===== src/rtl/cordic_seq_ctrl.sv =====
// Iterative CORDIC rotation sequencer: one micro-rotation per clock, indexes external atan table.
// Latency: out_valid rises exactly ITER clocks after the input accept edge.
// Backpressure: in_ready only in IDLE; result held in DONE until out_ready.
module cordic_seq_ctrl #(
  parameter int ITER   = 23,
  parameter int XY_W   = 24,
  parameter int K_INIT = 2547004
) (
  input  logic                   clk,
  input  logic                   rst_n,
  input  logic                   in_valid,
  output logic                   in_ready,
  input  logic signed [24:0]     angle_in,
  output logic        [5:0]      atan_index,
  input  logic        [22:0]     atan_val,
  output logic                   out_valid,
  input  logic                   out_ready,
  output logic signed [XY_W-1:0] cos_out,
  output logic signed [XY_W-1:0] sin_out,
  output logic                   range_err,
  output logic                   busy
);

  localparam int ZW = 25;
  localparam int IW = 5;
  localparam logic signed [ZW-1:0] ANG_POS = 25'sd8388608;
  localparam logic signed [ZW-1:0] ANG_NEG = -25'sd8388608;
  localparam logic [IW-1:0] LAST_ITER = IW'(ITER - 1);

  typedef enum logic [1:0] {
    S_IDLE = 2'd0,
    S_RUN  = 2'd1,
    S_DONE = 2'd2
  } state_t;

  state_t                 state_q, state_d;
  logic [IW-1:0]          iter_q, iter_d;
  logic signed [XY_W-1:0] x_q, x_d;
  logic signed [XY_W-1:0] y_q, y_d;
  logic signed [ZW-1:0]   z_q, z_d;
  logic signed [XY_W-1:0] cos_q, cos_d;
  logic signed [XY_W-1:0] sin_q, sin_d;
  logic                   out_valid_q, out_valid_d;
  logic                   range_err_q, range_err_d;

  logic signed [ZW-1:0]   angle_clamped;
  logic                   clamp_hit;
  logic signed [XY_W-1:0] x_sh, y_sh, x_nx, y_nx;
  logic signed [ZW-1:0]   z_nx, atan_ext;

  // Clamp the requested angle into the +/-90 degree range and flag when that happened
  always_comb begin
    angle_clamped = angle_in;
    clamp_hit     = 1'b0;
    if (angle_in > ANG_POS) begin
      angle_clamped = ANG_POS;
      clamp_hit     = 1'b1;
    end else if (angle_in < ANG_NEG) begin
      angle_clamped = ANG_NEG;
      clamp_hit     = 1'b1;
    end
  end

  // One micro-rotation: steer towards z=0, all three terms taken from the old x/y/z
  always_comb begin
    x_sh     = x_q >>> iter_q;
    y_sh     = y_q >>> iter_q;
    atan_ext = $signed({2'b00, atan_val});
    if (!z_q[ZW-1]) begin
      x_nx = x_q - y_sh;
      y_nx = y_q + x_sh;
      z_nx = z_q - atan_ext;
    end else begin
      x_nx = x_q + y_sh;
      y_nx = y_q - x_sh;
      z_nx = z_q + atan_ext;
    end
  end

  // Next-state and registered-output logic for the IDLE/RUN/DONE sequencer
  always_comb begin
    state_d     = state_q;
    iter_d      = iter_q;
    x_d         = x_q;
    y_d         = y_q;
    z_d         = z_q;
    cos_d       = cos_q;
    sin_d       = sin_q;
    out_valid_d = out_valid_q;
    range_err_d = range_err_q;
    case (state_q)
      S_IDLE: begin
        if (in_valid) begin
          state_d     = S_RUN;
          iter_d      = '0;
          x_d         = XY_W'(K_INIT);
          y_d         = '0;
          z_d         = angle_clamped;
          range_err_d = clamp_hit;
        end
      end
      S_RUN: begin
        x_d = x_nx;
        y_d = y_nx;
        z_d = z_nx;
        if (iter_q == LAST_ITER) begin
          // Final rotation lands straight in the result registers
          state_d     = S_DONE;
          iter_d      = '0;
          cos_d       = x_nx;
          sin_d       = y_nx;
          out_valid_d = 1'b1;
        end else begin
          iter_d = iter_q + 5'd1;
        end
      end
      S_DONE: begin
        if (out_ready) begin
          state_d     = S_IDLE;
          out_valid_d = 1'b0;
        end
      end
      default: begin
        state_d     = S_IDLE;
        out_valid_d = 1'b0;
      end
    endcase
  end

  // State registers with synchronous active-low reset; any conversion in flight is dropped
  always_ff @(posedge clk) begin
    if (!rst_n) begin
      state_q     <= S_IDLE;
      iter_q      <= '0;
      x_q         <= '0;
      y_q         <= '0;
      z_q         <= '0;
      cos_q       <= '0;
      sin_q       <= '0;
      out_valid_q <= 1'b0;
      range_err_q <= 1'b0;
    end else begin
      state_q     <= state_d;
      iter_q      <= iter_d;
      x_q         <= x_d;
      y_q         <= y_d;
      z_q         <= z_d;
      cos_q       <= cos_d;
      sin_q       <= sin_d;
      out_valid_q <= out_valid_d;
      range_err_q <= range_err_d;
    end
  end

  assign in_ready   = (state_q == S_IDLE);
  assign busy       = (state_q != S_IDLE);
  assign atan_index = (state_q == S_RUN) ? {1'b0, iter_q} : 6'd0;
  assign out_valid  = out_valid_q;
  assign cos_out    = cos_q;
  assign sin_out    = sin_q;
  assign range_err  = range_err_q;

endmodule


===== config.mk =====
export PLATFORM = sky130hd
export DESIGN_NAME = cordic_seq_ctrl
export DESIGN_NICKNAME = d
export VERILOG_FILES = /design/src/rtl/cordic_seq_ctrl.sv
export SDC_FILE = /design/constraint.sdc
export NUM_CORES = 1
export LEC_CHECK = 0
export ABC_AREA = 1
export BUFFER_PORTS_ARGS = -buffer_cell sky130_fd_sc_hd__buf_2
export CAP_MARGIN = 5
export CORE_ASPECT_RATIO = 1.4
export CORE_MARGIN = 2
export CORE_UTILIZATION = 30
export DETAILED_ROUTE_END_ITERATION = 12
export GPL_TIMING_DRIVEN = 1
export SKIP_LAST_GASP = 1
export SLEW_MARGIN = 20
export SYNTH_ARGS = -nofsm -noshare
export SYNTH_HDL_FRONTEND = slang
export SYNTH_SLANG_ARGS = --single-unit

===== constraint.sdc =====
create_clock -name clk -period 5.12 [get_ports clk]
set_input_delay 0.256 -clock clk [delete_from_list [all_inputs] [get_ports clk]]
set_output_delay 0.256 -clock clk [all_outputs]
set_load 0.1 [all_outputs]

==> results of run 1 <==
-- routing by layer --
metal	global-route usage [%]	vias to the layer above
met2	40.4	431
met4	13.0	0
met1	21.7	6650
li1	-	7084
met3	2.82	135
met5	0	-
-- cell usage in the layout (no fill, tap or decap), types with 8 or more instances in the layout --
cell type	Yosys	final
nand3_2	9	9
dfxtp_1	130	130
inv_1	171	170
inv_2	11	11
nand2_1	598	598
nor2_1	157	154
or2_2	14	14
a21oi_1	161	161
nor2_2	9	9
nor4_1	8	8
nor3_1	28	28
a31oi_1	19	19
a21o_1	10	10
o21ai_0	95	95
buf_4	3	30
clkbuf_16	0	17
o21bai_1	10	10
o211ai_1	38	38
o21ai_1	11	11
nand3_1	258	258
buf_2	27	108
ha_1	83	83
nand4_1	15	15
xor2_1	70	70
xnor2_1	29	29
-- worst paths after layout --
path	depth (start not counted)	endpoint
min	3	z_q[5]
min reg2reg	2	cos_out[1]
max	26	x_q[22]
max reg2reg	26	x_q[22]
-- kinds of logic (layout without fill, tap and decap cells) --
kind of cell             Yosys count  in the layout  share of synthesized area, %
AO/OA/AOI/OAI                    376            376                          17.1
XOR/XNOR                          99             99                          6.83
adder cells (fa/ha/maj)           86             86                          8.65
buffers and inverters            278            355                          9.15
flip-flops                       130            130                          20.5
other                              1              1                        0.0295
AND/OR/NAND/NOR                 1114           1114                          37.8
-- flip-flops by register name, summed over array words and instances (netlist names) --
| signal | flops |
|---|---|
| y_q | 24 |
| out_valid | 1 |
| sin_out | 24 |
| z_q | 25 |
| cos_out | 24 |
| iter_q | 5 |
| range_err | 1 |
| state_q | 2 |
| x_q | 24 |
-- stage by stage --
step | hold slack, ps | total power, mW
3_5_place_dp | 455 | 6.84
6_report | 104 | 8.28
3_3_place_gp | 450 | 6.82
4_1_cts | 84.8 | 8.27
5_1_grt | 125 | 8.98
2_1_floorplan | 426 | 5.31
-- where the power goes --
group          leakage (nW)  switching (mW)  total [mW]  internal [mW]
Clock                 0.310           0.537        1.37          0.837
Sequential             1.06           0.242        1.40           1.16
Combinational          5.82            3.63        5.50           1.87
Total                  7.19            4.41        8.28           3.86
-- critical path: stages (launching register included) --
cell     delay, ps
dfxtp_1        340
inv_4          400
nand3_1        190
nand3_1        110
nand2_1        100
nand2_1         80
nand2_1         50
inv_1           90
nand2_1        130
nor2_1         220
nand2_1        140
nor2_4         150
nand2_1        110
nor2_1         140
a21oi_1         90
xor2_1         210
inv_1           70
ha_1           370
inv_1          140
nor3_1         270
nor3b_1        270
nand3_1        100
nand3_1        140
xor2_1         150
buf_4          170
nand2_1         60
a21oi_1        130
-- cell type report --
type                       count  area (sq um)
timing repair buffer         139           786
sequential                   130          2600
multi-input combinational   1676          8960
clock buffer                  19           443
tap                          546           683
inverter                     184           693
fill                        4625         27600
clock inverter                13           198
==> results.toml, run 1 <==
[setup_path]
cp.required_ps = 5490
rrSetupSlack_ps = 560
critPathMaxFanout = 48
cp_data_arrival_time_ps = 4930
start_kind = "flip-flop"
path_class = "reg -> reg"
crit_path_end_kind = "flip-flop"
r2r-start = "iter_q[1]"
cp-startpoint = "iter_q[1]"

[synthesis]
synthesis.area_sq_mm = 0.0127
synthDistinctLibCells = 54
synth_commonest_cells = "598 x nand2_1, 258 x nand3_1, 171 x inv_1"
synth_seq_cells = 130
postSynth.asyncResetShare_pct = 0
synthFlopType = "dfxtp_1"
synth_edf_count = 0
syn_nets = 2222
synthCells = 2084
avgSynthCellArea_sq_um = 6.09
yosysTopAreaCell = "dfxtp_1"
netlist.area_leader.share_pct = 20.5
yosysMostFrequentCell = "nand2_1"
synthTopCellsByArea = "dfxtp_1 20%, nand2_1 18%, nand3_1 10%, ha_1 8.2%, a21oi_1 6.3%"
yosysSeqAreaShare_pct = 20.5
synth_warnings = 0

[floorplan]
die-area_sq_mm = 0.0440
coreArea_sq_mm = 0.0420
rows = 89
pin_count = 110
start_util_pct = 30.2
die_w_microns = 178
dieHeight_microns = 247

[global_routing]
grt_pass1_vias = 13978
grt_antenna_before_repair = 0
grt_pass1_wl_mm = 72.7
grt_start_max_net_pins = 55
overflow = 0
grtUsageTotal_pct = 21.2

[timing]
fin_ws_ps = 562
clock_skew_ps = 14.1
drv_slew = 0
rsz0062_at_grt = "no"
setup-tns-final_ps = 0
min_period_over_period_pct = 89.0
finalSetupViolCount = 0
slew_headroom_pct = 29.3
worst_slew_pin_slew_ps = 1060
finalHoldViolCount = 0
post-route-min-period_ps = 4560
max_clock_freq_mhz = 219

[power_and_ir_drop]
power_density_mw_per_mm2 = 576
irDropWorstVdd_uv = 281
leakage_nw = 7.19

[place]
dpl-instance-area_sq_mm = 0.0137
dpl.hpwl_mm = 36.2
io_buffers = 108
place_congestion = 0.983
dpl.cell_count = 2675
dp_slack_ps = 379

[routing]
highest_layer = "met4"
wirelength_met1_mm = 17.6
vias_per_cell = 5.28
wl_per_cell_microns = 17.2
wl_mm = 46.5
antenna_left = 0
drc = 0
drt_pass1_iterations = 5
wl_met2_mm = 24.3
routed-via-count = 14300
drt_iter0_markers = 1056
wl_met3_mm = 1.79

[finish]
fin_area_sq_mm = 0.0144
antennaDiodeCount = 0
nets = 2286
instances_no_fill = 2707
syn_to_final_growth_pct = 13.1
finish.utilization_pct = 34.2
drive_above_1_share_pct = 11.1

[clocking]
clk_latency_ps = 460
cts_buffer_depth = 2
cts-hold-fix-buffers = 0
cts_root_buf = "clkbuf_16"
tritoncts = "done"
cts.htree.levels = 4
clkTransAtPathRegs_ps = 60
cts_buffers = 17
cts_resized = 0
cts.sinks = 130
cts_setup_buffers = 0

[outcome]
status = "finished, final reports clean"

[min_path]
hold_class = "in -> reg"
hp-start = "angle_in[5]"

[flow_run]
cap_viol_max_count = 0
No activity file was read; power rests on OpenSTA's default activity.
==> run 2: changes to the inputs <==
--- a/config.mk
+++ b/config.mk
@@ -12,7 +12,7 @@
 export CORE_MARGIN = 2
 export CORE_UTILIZATION = 30
 export DETAILED_ROUTE_END_ITERATION = 12
-export GPL_TIMING_DRIVEN = 1
+export GPL_TIMING_DRIVEN = 0
 export SKIP_LAST_GASP = 1
 export SLEW_MARGIN = 20
 export SYNTH_ARGS = -nofsm -noshare
==> run 2 against run 1 <==
Against the previous run: critical path depth increased by 2; die area unchanged; worst setup slack got worse by 250 ps; critical endpoint is now cos_out[23]; critical path type unchanged; largest cell class unchanged.
==> results.toml, run 2 (synthesis results as in run 1) <==
[finish]
final_cell_mix = "598 x nand2_1, 257 x nand3_1, 171 x inv_1"
fillers = 4637
multi_input_area_sq_mm = 0.00897
nets = 2347
final_common_cell = "nand2_1"
largest_reg_flops = 25
drive_above_1_share_pct = 11.3
syn_to_final_growth_pct = 14.6
largest_register = "z_q"
antennaDiodeCount = 0
regArea_sq_mm = 0.00260

[routing]
wl_mm = 56.0
routed-via-count = 14820
vias_per_cell = 5.36
wirelength_met1_mm = 20.2
highest_layer = "met5"
drt_pass1_iterations = 6
wl_per_cell_microns = 20.2
drc = 0
antenna_left = 0
wl_met2_mm = 26.2
wl_met3_mm = 2.89
drt_iter0_markers = 1109

[clocking]
clkTransAtPathRegs_ps = 60
cts_buffer_depth = 2
cts.sinks = 130
tritoncts = "done"
cts_root_buf = "clkbuf_16"
cts.htree.levels = 4
cts_buffers = 17
clk_latency_ps = 460
cts-hold-fix-buffers = 0

[floorplan]
die_w_microns = 178
pin_count = 110
coreArea_sq_mm = 0.0420
start_util_pct = 30.2
dieHeight_microns = 247
die-area_sq_mm = 0.0440
rows = 89

[place]
io_buffers = 107
place_congestion = 1.02
dpl.hpwl_mm = 45.7

[timing]
max_clock_freq_mhz = 208
finalHoldViolCount = 0
min_period_over_period_pct = 94.0
clock_skew_ps = 12.7
hold-worst-slack_ps = 116
slew_headroom_pct = 28.8
finalSetupViolCount = 0
worst_slew_pin_slew_ps = 1070
post-route-min-period_ps = 4810
drv_slew = 0
rsz0062_at_grt = "no"

[power_and_ir_drop]
leakage_nw = 7.26
irDropWorstVdd_uv = 261
power_density_mw_per_mm2 = 571
power.total_mw = 8.31

[setup_path]
path_class = "reg -> reg"
max_stage_delay_ps = 380
critPathSlowestCell = "dfxtp_1"
critPathMaxFanout = 10
start_kind = "flip-flop"
cp_common_cell = "nand2_1"
cp.required_ps = 5480
cp-startpoint = "iter_q[1]"
crit_path_end_kind = "flip-flop"
r2r-start = "iter_q[1]"
cp_data_arrival_time_ps = 5170

[global_routing]
grt_antenna_before_repair = 1
grtUsageTotal_pct = 25.4
grt_pass1_vias = 14343
grt_pass1_wl_mm = 83.0
grt_start_max_net_pins = 17
overflow = 0

[outcome]
status = "finished, final reports clean"

[min_path]
hp-start = "angle_in[5]"
hold_class = "in -> reg"

[flow_run]
cap_viol_max_count = 0
-- run 2: cell types whose count changed in the layout (fill, tap and decap cells not counted), sizes merged --
cell | before | now
buf | 139 | 153
bufinv | 4 | 2
clkinv | 5 | 7
clkbuf | 19 | 66
inv | 187 | 183
clkinvlp | 1 | 4
-- run 2: worst max-delay path, delay by kind of cell, from the launching register on --
| family | cells | cell delay [ps] |
|---|---|---|
| buffers and inverters | 5 | 670 |
| adder cells (fa/ha/maj) | 2 | 460 |
| AO/OA/AOI/OAI | 2 | 440 |
| AND/OR/NAND/NOR | 18 | 2620 |
| flip-flops | 1 | 380 |
| XOR/XNOR | 1 | 180 |
-- run 2: layout make-up --
type,count,share of cell area (%)
Multi-Input combinational cell,1676,61.7
Sequential cell,130,17.9
Inverter,184,4.77
Tap cell,546,4.70
Timing Repair Buffer,107,3.68
Buffer,93,3.23
Clock buffer,19,3.11
Clock inverter,12,0.929
-- run 2: repair_timing --
| item | 4_1_cts | 5_1_grt |
|---|---|---|
| endpoints found under the setup margin | 7 | 27 |
| resized for setup | 2 | 11 |
| buffers inserted | 0 | 0 |
-- run 2: per-layer routing --
metal,global-route usage (%),vias up
met5,0,-
met4,26.4,2
met3,3.63,207
met2,42.8,592
met1,26.1,6805
li1,-,7214
-- run 2: worst paths after layout --
path | slack, ps | depth (start not counted) | endpoint
worst max-delay path | 310 | 28 | cos_out[23]
worst min-delay path | 120 | 3 | z_q[5]
worst max register to register | 310 | 28 | cos_out[23]
worst min register to register | 460 | 2 | sin_out[2]
-- run 2: through the flow --
stage                     std cells  TNS (ps)  utilization [%]  setup WS (ps)  instance area [sq um]
after floorplan                2084         0                -           1270                  12700
after global placement         2737      -203             33.2          -97.4                  13900
after detailed placement       2737      -281             33.2           -110                  13900
after CTS                      2768         0             34.6            120                  14500
after global routing           2767         0             34.6           16.4                  14500
final                          2767         0             34.6            309                  14500
-- run 2: report_power, final --
group	internal [mW]	total [mW]	switching [mW]
combinational	1.85	5.62	3.77
clock	0.739	1.27	0.530
sequential	1.16	1.42	0.257
